## src/rtl/lsu_mw_stage_if.sv

```systemverilog
// Data-memory bus between the MW-stage load/store unit and the data memory.
// The LSU drives the request side (master). The memory answers with
// gnt/rvalid/rdata (slave).
interface lsu_mw_stage_if #(
  parameter int ADDR_W = 32
) ();

  logic              mem_req;
  logic              mem_we;
  logic [ADDR_W-1:0] mem_addr;
  logic [3:0]        mem_be;
  logic [31:0]       mem_wdata;
  logic              mem_gnt;
  logic              mem_rvalid;
  logic [31:0]       mem_rdata;

  modport master (
    output mem_req,
    output mem_we,
    output mem_addr,
    output mem_be,
    output mem_wdata,
    input  mem_gnt,
    input  mem_rvalid,
    input  mem_rdata
  );

  modport slave (
    input  mem_req,
    input  mem_we,
    input  mem_addr,
    input  mem_be,
    input  mem_wdata,
    output mem_gnt,
    output mem_rvalid,
    output mem_rdata
  );

endinterface

```

## src/rtl/lsu_mw_stage.sv

```systemverilog
// Multi-cycle load/store engine for the RV32I MW stage.
// It issues each access over a req/gnt/rvalid memory bus and stalls the pipeline
// until the access completes. A word-crossing misaligned access becomes two
// aligned beats. When MISALIGN_SPLIT is 0, the unit refuses misaligned accesses
// with misalign_exc instead.
module lsu_mw_stage #(
  parameter int ADDR_W         = 32,
  parameter bit MISALIGN_SPLIT = 1'b1
) (
  input  logic              clk,
  input  logic              rst,
  input  logic              req_valid,
  input  logic              req_we,
  input  logic [2:0]        req_funct3,
  input  logic [ADDR_W-1:0] req_addr,
  input  logic [31:0]       req_wdata,
  output logic              stall_mw,
  output logic              done,
  output logic [31:0]       load_data,
  output logic              misalign_exc,
  lsu_mw_stage_if.master    mem
);

  typedef enum logic [1:0] {
    ST_IDLE  = 2'd0,
    ST_ISSUE = 2'd1,
    ST_WAIT  = 2'd2,
    ST_RESP  = 2'd3
  } state_t;

  // ---------------------------------------------------------------------------
  // Size / alignment helpers
  // ---------------------------------------------------------------------------

  // Access size in bytes from funct3[1:0]: byte, half, or word.
  function automatic logic [2:0] size_of(input logic [1:0] sz);
    logic [2:0] r;
    case (sz)
      2'b00:   r = 3'd1;
      2'b01:   r = 3'd2;
      default: r = 3'd4;
    endcase
    return r;
  endfunction

  // A half at an odd offset, or a word at any non-zero offset.
  function automatic logic is_misaligned(input logic [1:0] sz, input logic [1:0] off);
    logic r;
    case (sz)
      2'b00:   r = 1'b0;
      2'b01:   r = off[0];
      default: r = (off != 2'b00);
    endcase
    return r;
  endfunction

  // The access spills into the next word when off + size > 4.
  function automatic logic is_crossing(input logic [1:0] sz, input logic [1:0] off);
    return (({1'b0, off} + size_of(sz)) > 3'd4);
  endfunction

  // Byte lanes touched in the first word. Lanes past byte 3 are dropped.
  function automatic logic [3:0] be_beat0(input logic [1:0] sz, input logic [1:0] off);
    logic [7:0] m;
    m = ((8'd1 << size_of(sz)) - 8'd1) << off;
    return m[3:0];
  endfunction

  // Byte lanes of the spill-over word, always starting at lane 0.
  function automatic logic [3:0] be_beat1(input logic [1:0] sz, input logic [1:0] off);
    logic [2:0] hi;
    logic [7:0] m;
    hi = {1'b0, off} + size_of(sz) - 3'd4;
    m  = (8'd1 << hi) - 8'd1;
    return m[3:0];
  endfunction

  // Store data moved up to its byte lanes in the first word.
  function automatic logic [31:0] wdata_beat0(input logic [31:0] wd, input logic [1:0] off);
    return wd << {off, 3'b000};
  endfunction

  // Upper store bytes that did not fit in the first word.
  function automatic logic [31:0] wdata_beat1(input logic [31:0] wd, input logic [1:0] off);
    return wd >> (6'd32 - {1'b0, off, 3'b000});
  endfunction

  // Extract the addressed bytes from {beat1, beat0} and sign- or zero-extend them.
  function automatic logic [31:0] load_extend(input logic [2:0]  f3,
                                              input logic [1:0]  off,
                                              input logic [63:0] raw);
    logic [31:0] lo;
    logic [31:0] r;
    lo = 32'(raw >> {off, 3'b000});
    case (f3[1:0])
      2'b00: begin
        if (f3[2]) begin
          r = {24'h000000, lo[7:0]};
        end else begin
          r = {{24{lo[7]}}, lo[7:0]};
        end
      end
      2'b01: begin
        if (f3[2]) begin
          r = {16'h0000, lo[15:0]};
        end else begin
          r = {{16{lo[15]}}, lo[15:0]};
        end
      end
      default: r = lo;
    endcase
    return r;
  endfunction

  // ---------------------------------------------------------------------------
  // State and registers
  // ---------------------------------------------------------------------------
  state_t            state_r;
  state_t            state_nxt_s;
  logic              beat_r;
  logic              we_r;
  logic [2:0]        funct3_r;
  logic [1:0]        off_r;
  logic [31:0]       wdata_r;
  logic [31:0]       rdata_b0_r;
  logic              mem_req_r;
  logic              mem_we_r;
  logic [ADDR_W-1:0] mem_addr_r;
  logic [3:0]        mem_be_r;
  logic [31:0]       mem_wdata_r;
  logic              done_r;
  logic [31:0]       load_data_r;

  logic              exc_s;
  logic              start_s;
  logic              next_beat_s;
  logic              finish_s;
  logic              crossing_s;

  assign crossing_s = is_crossing(funct3_r[1:0], off_r);

  // Refuse misaligned requests in IDLE when the unit does not split them.
  always_comb begin
    exc_s = 1'b0;
    if ((MISALIGN_SPLIT == 1'b0) && req_valid && (state_r == ST_IDLE)) begin
      exc_s = is_misaligned(req_funct3[1:0], req_addr[1:0]);
    end else begin
      exc_s = 1'b0;
    end
  end

  assign misalign_exc = exc_s;
  assign stall_mw     = req_valid & (state_r != ST_RESP) & ~exc_s;

  // Hold the FSM state; reset abandons any in-flight access.
  always_ff @(posedge clk or posedge rst) begin
    if (rst) begin
      state_r <= ST_IDLE;
    end else begin
      state_r <= state_nxt_s;
    end
  end

  // Compute the next state and the one-cycle datapath strobes.
  always_comb begin
    state_nxt_s = state_r;
    start_s     = 1'b0;
    next_beat_s = 1'b0;
    finish_s    = 1'b0;
    case (state_r)
      ST_IDLE: begin
        if (req_valid && !exc_s) begin
          state_nxt_s = ST_ISSUE;
          start_s     = 1'b1;
        end else begin
          state_nxt_s = ST_IDLE;
        end
      end
      ST_ISSUE: begin
        if (mem.mem_gnt) begin
          state_nxt_s = ST_WAIT;
        end else begin
          state_nxt_s = ST_ISSUE;
        end
      end
      ST_WAIT: begin
        if (mem.mem_rvalid) begin
          if (crossing_s && !beat_r) begin
            state_nxt_s = ST_ISSUE;
            next_beat_s = 1'b1;
          end else begin
            state_nxt_s = ST_RESP;
            finish_s    = 1'b1;
          end
        end else begin
          state_nxt_s = ST_WAIT;
        end
      end
      ST_RESP: begin
        // The instruction still presented here has just been served; it is
        // not restarted, and the pipeline advances on this edge.
        state_nxt_s = ST_IDLE;
      end
      default: begin
        state_nxt_s = ST_IDLE;
      end
    endcase
  end

  // Latch the request, drive the registered memory bus, and assemble load results.
  always_ff @(posedge clk or posedge rst) begin
    if (rst) begin
      beat_r      <= 1'b0;
      we_r        <= 1'b0;
      funct3_r    <= 3'd0;
      off_r       <= 2'd0;
      wdata_r     <= 32'h0000_0000;
      rdata_b0_r  <= 32'h0000_0000;
      mem_req_r   <= 1'b0;
      mem_we_r    <= 1'b0;
      mem_addr_r  <= '0;
      mem_be_r    <= 4'b0000;
      mem_wdata_r <= 32'h0000_0000;
      done_r      <= 1'b0;
      load_data_r <= 32'h0000_0000;
    end else begin
      done_r <= finish_s;
      if (start_s) begin
        beat_r      <= 1'b0;
        we_r        <= req_we;
        funct3_r    <= req_funct3;
        off_r       <= req_addr[1:0];
        wdata_r     <= req_wdata;
        mem_req_r   <= 1'b1;
        mem_we_r    <= req_we;
        mem_addr_r  <= {req_addr[ADDR_W-1:2], 2'b00};
        mem_be_r    <= be_beat0(req_funct3[1:0], req_addr[1:0]);
        mem_wdata_r <= wdata_beat0(req_wdata, req_addr[1:0]);
      end else if (next_beat_s) begin
        // The second beat goes to the following word. The address wraps at
        // the top of the address space.
        beat_r      <= 1'b1;
        rdata_b0_r  <= mem.mem_rdata;
        mem_req_r   <= 1'b1;
        mem_addr_r  <= mem_addr_r + ADDR_W'(3'd4);
        mem_be_r    <= be_beat1(funct3_r[1:0], off_r);
        mem_wdata_r <= wdata_beat1(wdata_r, off_r);
      end else if ((state_r == ST_ISSUE) && mem.mem_gnt) begin
        mem_req_r <= 1'b0;
      end else begin
        mem_req_r <= mem_req_r;
      end
      if (finish_s && !we_r) begin
        if (beat_r) begin
          load_data_r <= load_extend(funct3_r, off_r, {mem.mem_rdata, rdata_b0_r});
        end else begin
          load_data_r <= load_extend(funct3_r, off_r, {32'h0000_0000, mem.mem_rdata});
        end
      end else begin
        load_data_r <= load_data_r;
      end
    end
  end

  assign mem.mem_req   = mem_req_r;
  assign mem.mem_we    = mem_we_r;
  assign mem.mem_addr  = mem_addr_r;
  assign mem.mem_be    = mem_be_r;
  assign mem.mem_wdata = mem_wdata_r;
  assign done          = done_r;
  assign load_data     = load_data_r;

endmodule
```

## src/flat_wrapper.sv

```systemverilog
// flat-port wrapper written by rule: the top's interface ports become plain ports
module lsu_mw_stage_flat 
#(
  parameter int ADDR_W         = 32,
  parameter bit MISALIGN_SPLIT = 1'b1
)
  (clk, rst, req_valid, req_we, req_funct3, req_addr, req_wdata, stall_mw, done, load_data, misalign_exc, mem_mem_req, mem_mem_we, mem_mem_addr, mem_mem_be, mem_mem_wdata, mem_mem_gnt, mem_mem_rvalid, mem_mem_rdata);
  lsu_mw_stage_if #(.ADDR_W(ADDR_W)) mem_i ();
  input  logic clk;
  input  logic rst;
  input  logic req_valid;
  input  logic req_we;
  input  logic [2:0] req_funct3;
  input  logic [ADDR_W-1:0] req_addr;
  input  logic [31:0] req_wdata;
  output logic stall_mw;
  output logic done;
  output logic [31:0] load_data;
  output logic misalign_exc;
  output wire logic [$bits(mem_i.mem_req)-1:0] mem_mem_req;
  output wire logic [$bits(mem_i.mem_we)-1:0] mem_mem_we;
  output wire logic [$bits(mem_i.mem_addr)-1:0] mem_mem_addr;
  output wire logic [$bits(mem_i.mem_be)-1:0] mem_mem_be;
  output wire logic [$bits(mem_i.mem_wdata)-1:0] mem_mem_wdata;
  input wire logic [$bits(mem_i.mem_gnt)-1:0] mem_mem_gnt;
  input wire logic [$bits(mem_i.mem_rvalid)-1:0] mem_mem_rvalid;
  input wire logic [$bits(mem_i.mem_rdata)-1:0] mem_mem_rdata;
  assign mem_mem_req = mem_i.mem_req;
  assign mem_mem_we = mem_i.mem_we;
  assign mem_mem_addr = mem_i.mem_addr;
  assign mem_mem_be = mem_i.mem_be;
  assign mem_mem_wdata = mem_i.mem_wdata;
  assign mem_i.mem_gnt = mem_mem_gnt;
  assign mem_i.mem_rvalid = mem_mem_rvalid;
  assign mem_i.mem_rdata = mem_mem_rdata;
  lsu_mw_stage #(.ADDR_W(ADDR_W), .MISALIGN_SPLIT(MISALIGN_SPLIT)) u_core (.clk(clk), .rst(rst), .req_valid(req_valid), .req_we(req_we), .req_funct3(req_funct3), .req_addr(req_addr), .req_wdata(req_wdata), .stall_mw(stall_mw), .done(done), .load_data(load_data), .misalign_exc(misalign_exc), .mem(mem_i));
endmodule
```

## config.mk

```make
export PLATFORM = sky130hd
export DESIGN_NAME = lsu_mw_stage_flat
export DESIGN_NICKNAME = d
export VERILOG_FILES = /design/src/rtl/lsu_mw_stage_if.sv /design/src/rtl/lsu_mw_stage.sv /design/src/flat_wrapper.sv
export SDC_FILE = /design/constraint.sdc
export NUM_CORES = 1
export LEC_CHECK = 0
export ABC_AREA = 1
export CAP_MARGIN = 30
export CORE_MARGIN = 2
export CORE_UTILIZATION = 45
export CTS_BUF_LIST = sky130_fd_sc_hd__clkbuf_2 sky130_fd_sc_hd__clkbuf_4 sky130_fd_sc_hd__clkbuf_8
export DETAILED_ROUTE_END_ITERATION = 10
export PLACE_DENSITY = 0.69
export SLEW_MARGIN = 0
export SYNTH_ARGS = -nofsm -noshare
export SYNTH_HDL_FRONTEND = slang
export SYNTH_SLANG_ARGS = --single-unit
```

## constraint.sdc

```tcl
create_clock -name clk -period 6.5 [get_ports clk]
set_input_delay 1.3 -clock clk [delete_from_list [all_inputs] [get_ports clk]]
set_output_delay 1.3 -clock clk [all_outputs]
set_load 0.005 [all_outputs]
```

==> summary.txt <==
Outcome: completed
GRT met3 Usage: 0.05027
Core ar.: 23,540 um^2
Number of flops mapped to enable cells by yosys: 0
Synth warnings: 0
Fin worst setup slack: 2.570 ns
RSZ-0062 raised after global routing: false
Remaining DRCs: 0
Setup crit end kind: flop
Area share of fa/ha/maj cells after synthesis: 0.008764
Global-route wire length before repair: 60,170 um
Critical-path cell list: clkdlybuf4s50_1, inv_1, nor2_1, nand4_4, nand2_1, inv_2, nand2_1, nand3_1
Final worst-path cycle share: 0.6047
Max_cap viols: 0
WS Path Type: input pin to flop
Post-Synth Simple-Gate Area: 0.4116
Grt ovf: 0
Vias in the first global route: 11,050
Post-CTS Setup Bufs: 0
Largest net degree at the start of global routing: 116
Critical Path Fanout Max: 58
Average wire per cell in the routed design: 17.25 um
Max Clk Rate: 0.2544 GHz
Multi-input gate area: 5668 um^2
Compound-Gate Fraction of Synth Area: 0.09490
Setup TNS: 0 ns
Maximum VDD drop: 0.2556 mV
Vias per inst: 5.394
Routed vias: 11,670
# setup viols final: 0
Reg2reg start: u_core.funct3_r[1]$_DFFE_PP0P_
Pre-antenna DRT Iters: 5
Dominant cells by area after synthesis: dfrtp_1, nand2_1, nand3_1
Setup crit start: mem_mem_rvalid
Die width: 159.3 um
Die area: 25,370 um^2
Post-synthesis xor/xnor area fraction: 0.005650
Tmin final: 3.930 ns
Dpl hpwl: 25,850 um
I/O pin cnt: 210
ANT nets after route: 0
IO Port Bufs: 206
Clk sink count: 173
Register area: 4330 um^2
Sequential fraction of the synthesis area: 0.3990
Synth cell count leaders: nand2_1, dfrtp_1, nand3_1
CTS tree: done
WP data required: 6.85 ns
Post-CTS Resized: 0
Clock latency on the worst-skew pair: 0.48 ns
Max-slew headroom: 0.2870
Routing usage on met2: 0.4700
Antenna Diode Count: 0
DR iter-0 viols: 1,177
Distinct cells, synth: 37
Final cell count without fillers: 2,164
Final hold viol count: 0
Share of cells above drive strength 1: 0.03469
Clock Skew: 0.01678 ns
Gr busiest metal: met2
Worst hold path class: flop to flop
CTS Buf Count: 17
Mux share of post-synthesis cell area: 0
Mapped Cells: 1,685
Post-synthesis register bit count: 173
Gr usage total: 0.2950
Primary FF master, synth: dfrtp_1
FP Rows: 56
Slew @ Worst Pin: 1.068 ns
CTS H-tree depth: 4
Top cell type's share of synthesized area: 0.3990
Drt total wl: 37,340 um
Die span in y: 159.3 um
FFs w/ async S/R, synth: 1.000
Cell total after placement: 2,131
Arr. time, crit path: 4.28 ns
Hold_buf cts: 0
GPL Wtd Cong: 0.9172
Synth Cell Area: 10,850 um^2
Nets: 1,945
Syn_area_per_cell: 6.439 um^2
Filler instances: 2,345
Crit path max-delay cell type: nand2_1
Leak Pwr: 6.589 nW
Max Slew Vio Count: 0
Pwr Density: 470.2 nW/um^2
Dpl ws: 2.117 ns
Main combinational cell family by area after synthesis: simple AND/OR/NAND/NOR gates
Dominant cell type by area after synthesis: dfrtp_1
Clk pin slew, worst setup/hold paths: 0.10 ns
Most used cell, CP: nand2_1
Starting density of the core: 0.4609
GRT met1 Usage: 0.4134
Initial antenna violation count: 0
Fin area: 13,560 um^2
HP Start: u_core.load_data[1]$_DFFE_PP0P_
CP startpoint kind: input pin
Clock Path Buffers: 2
Clk root buf: clkbuf_8
Most common cell in the netlist: nand2_1
Layout area overhead: 24.93%
CP max stage delay: 0.71 ns
Dpl cell area: 13,050 um^2
Fin util: 0.5758
==> critical path: cells and delay by family <==
family | cells | cell delay (ns)
AND/OR/NAND/NOR | 5 | 1.83
buffers and inverters | 3 | 1.12
==> power by group <==
part | internal (mW) | switching [mW]
clock network | 0.439 | 0.447
registers | 1.55 | 0.438
logic | 1.39 | 2.11
total | 3.38 | 2.99
==> cell families (layout without fill, tap and decap cells) <==
group	Yosys count	in the layout
simple gates	1097	1097
xor+xnor	7	7
flops	173	173
compound gates	187	187
fa+ha+maj	7	7
other cells	1	3
buf+inv	213	371
==> worst paths after layout <==
kind / to / slack [ns] / depth (start not counted)
hold / removal: u_core.load_data[1]$_DFFE_PP0P_ / 0.49 / 2
max in group asynchronous: u_core.off_r[0]$_DFFE_PP0P_ / 4.21 / 4
setup / recovery: u_core.mem.mem_wdata[23]$_DFFE_PP0P_ / 2.57 / 8
setup reg to reg: u_core.mem.mem_req$_DFFE_PP0P_ / 2.60 / 9
hold reg to reg: u_core.load_data[1]$_DFFE_PP0P_ / 0.49 / 2
min in group asynchronous: u_core.wdata_r[15]$_DFFE_PP0P_ / 1.33 / 3
==> state kept, by name, indices dropped and copies added (netlist names), 2 cells and up <==
name / count
u_core.off_r: 2
u_core.state_r: 2
u_core.mem.mem_addr: 30
u_core.mem.mem_wdata: 32
u_core.rdata_b0_r: 32
u_core.mem.mem_be: 4
u_core.load_data: 32
u_core.wdata_r: 32
u_core.funct3_r: 3
==> cells in the final DEF (no fill, tap or decap), types with 5 or more instances in the layout <==
master / count
nand3b_1: 8
inv_6: 8
nor2_1: 126
inv_1: 109
clkbuf_8: 18
o211ai_1: 30
ha_1: 6
o21ai_1: 8
nand3_1: 172
o21ai_0: 134
clkdlybuf4s50_1: 206
dfrtp_1: 172
buf_4: 12
xor2_1: 6
a21oi_1: 7
nand4_1: 18
nor2_2: 5
nand2_1: 760
==> stage by stage <==
| step | hold WS [ns] | total power, mW |
|---|---|---|
| CTS | 0.4898 | 6.328 |
| finish | 0.4854 | 6.374 |
| global route | 0.5066 | 6.909 |
| global placement | 0.4651 | 5.353 |
| detailed placement | 0.4644 | 5.421 |
| floorplan | 0.4492 | 4.083 |
==> per-layer routing <==
layer / vias up / part of all wire
met5: - / 0
met4: 0 / 0.029
met3: 72 / 0.077
met2: 549 / 0.46
met1: 5422 / 0.43
li1: 5629 / -
==> final cells by class <==
type	count	share of cell area
Inverter	118	0.03304
Sequential cell	173	0.3195
Timing Repair Buffer	222	0.1669
Clock inverter	13	0.01477
Tap cell	319	0.02944
Clock buffer	18	0.01828
Multi-Input combinational cell	1301	0.4181
No activity file was read; power rests on OpenSTA's default activity.
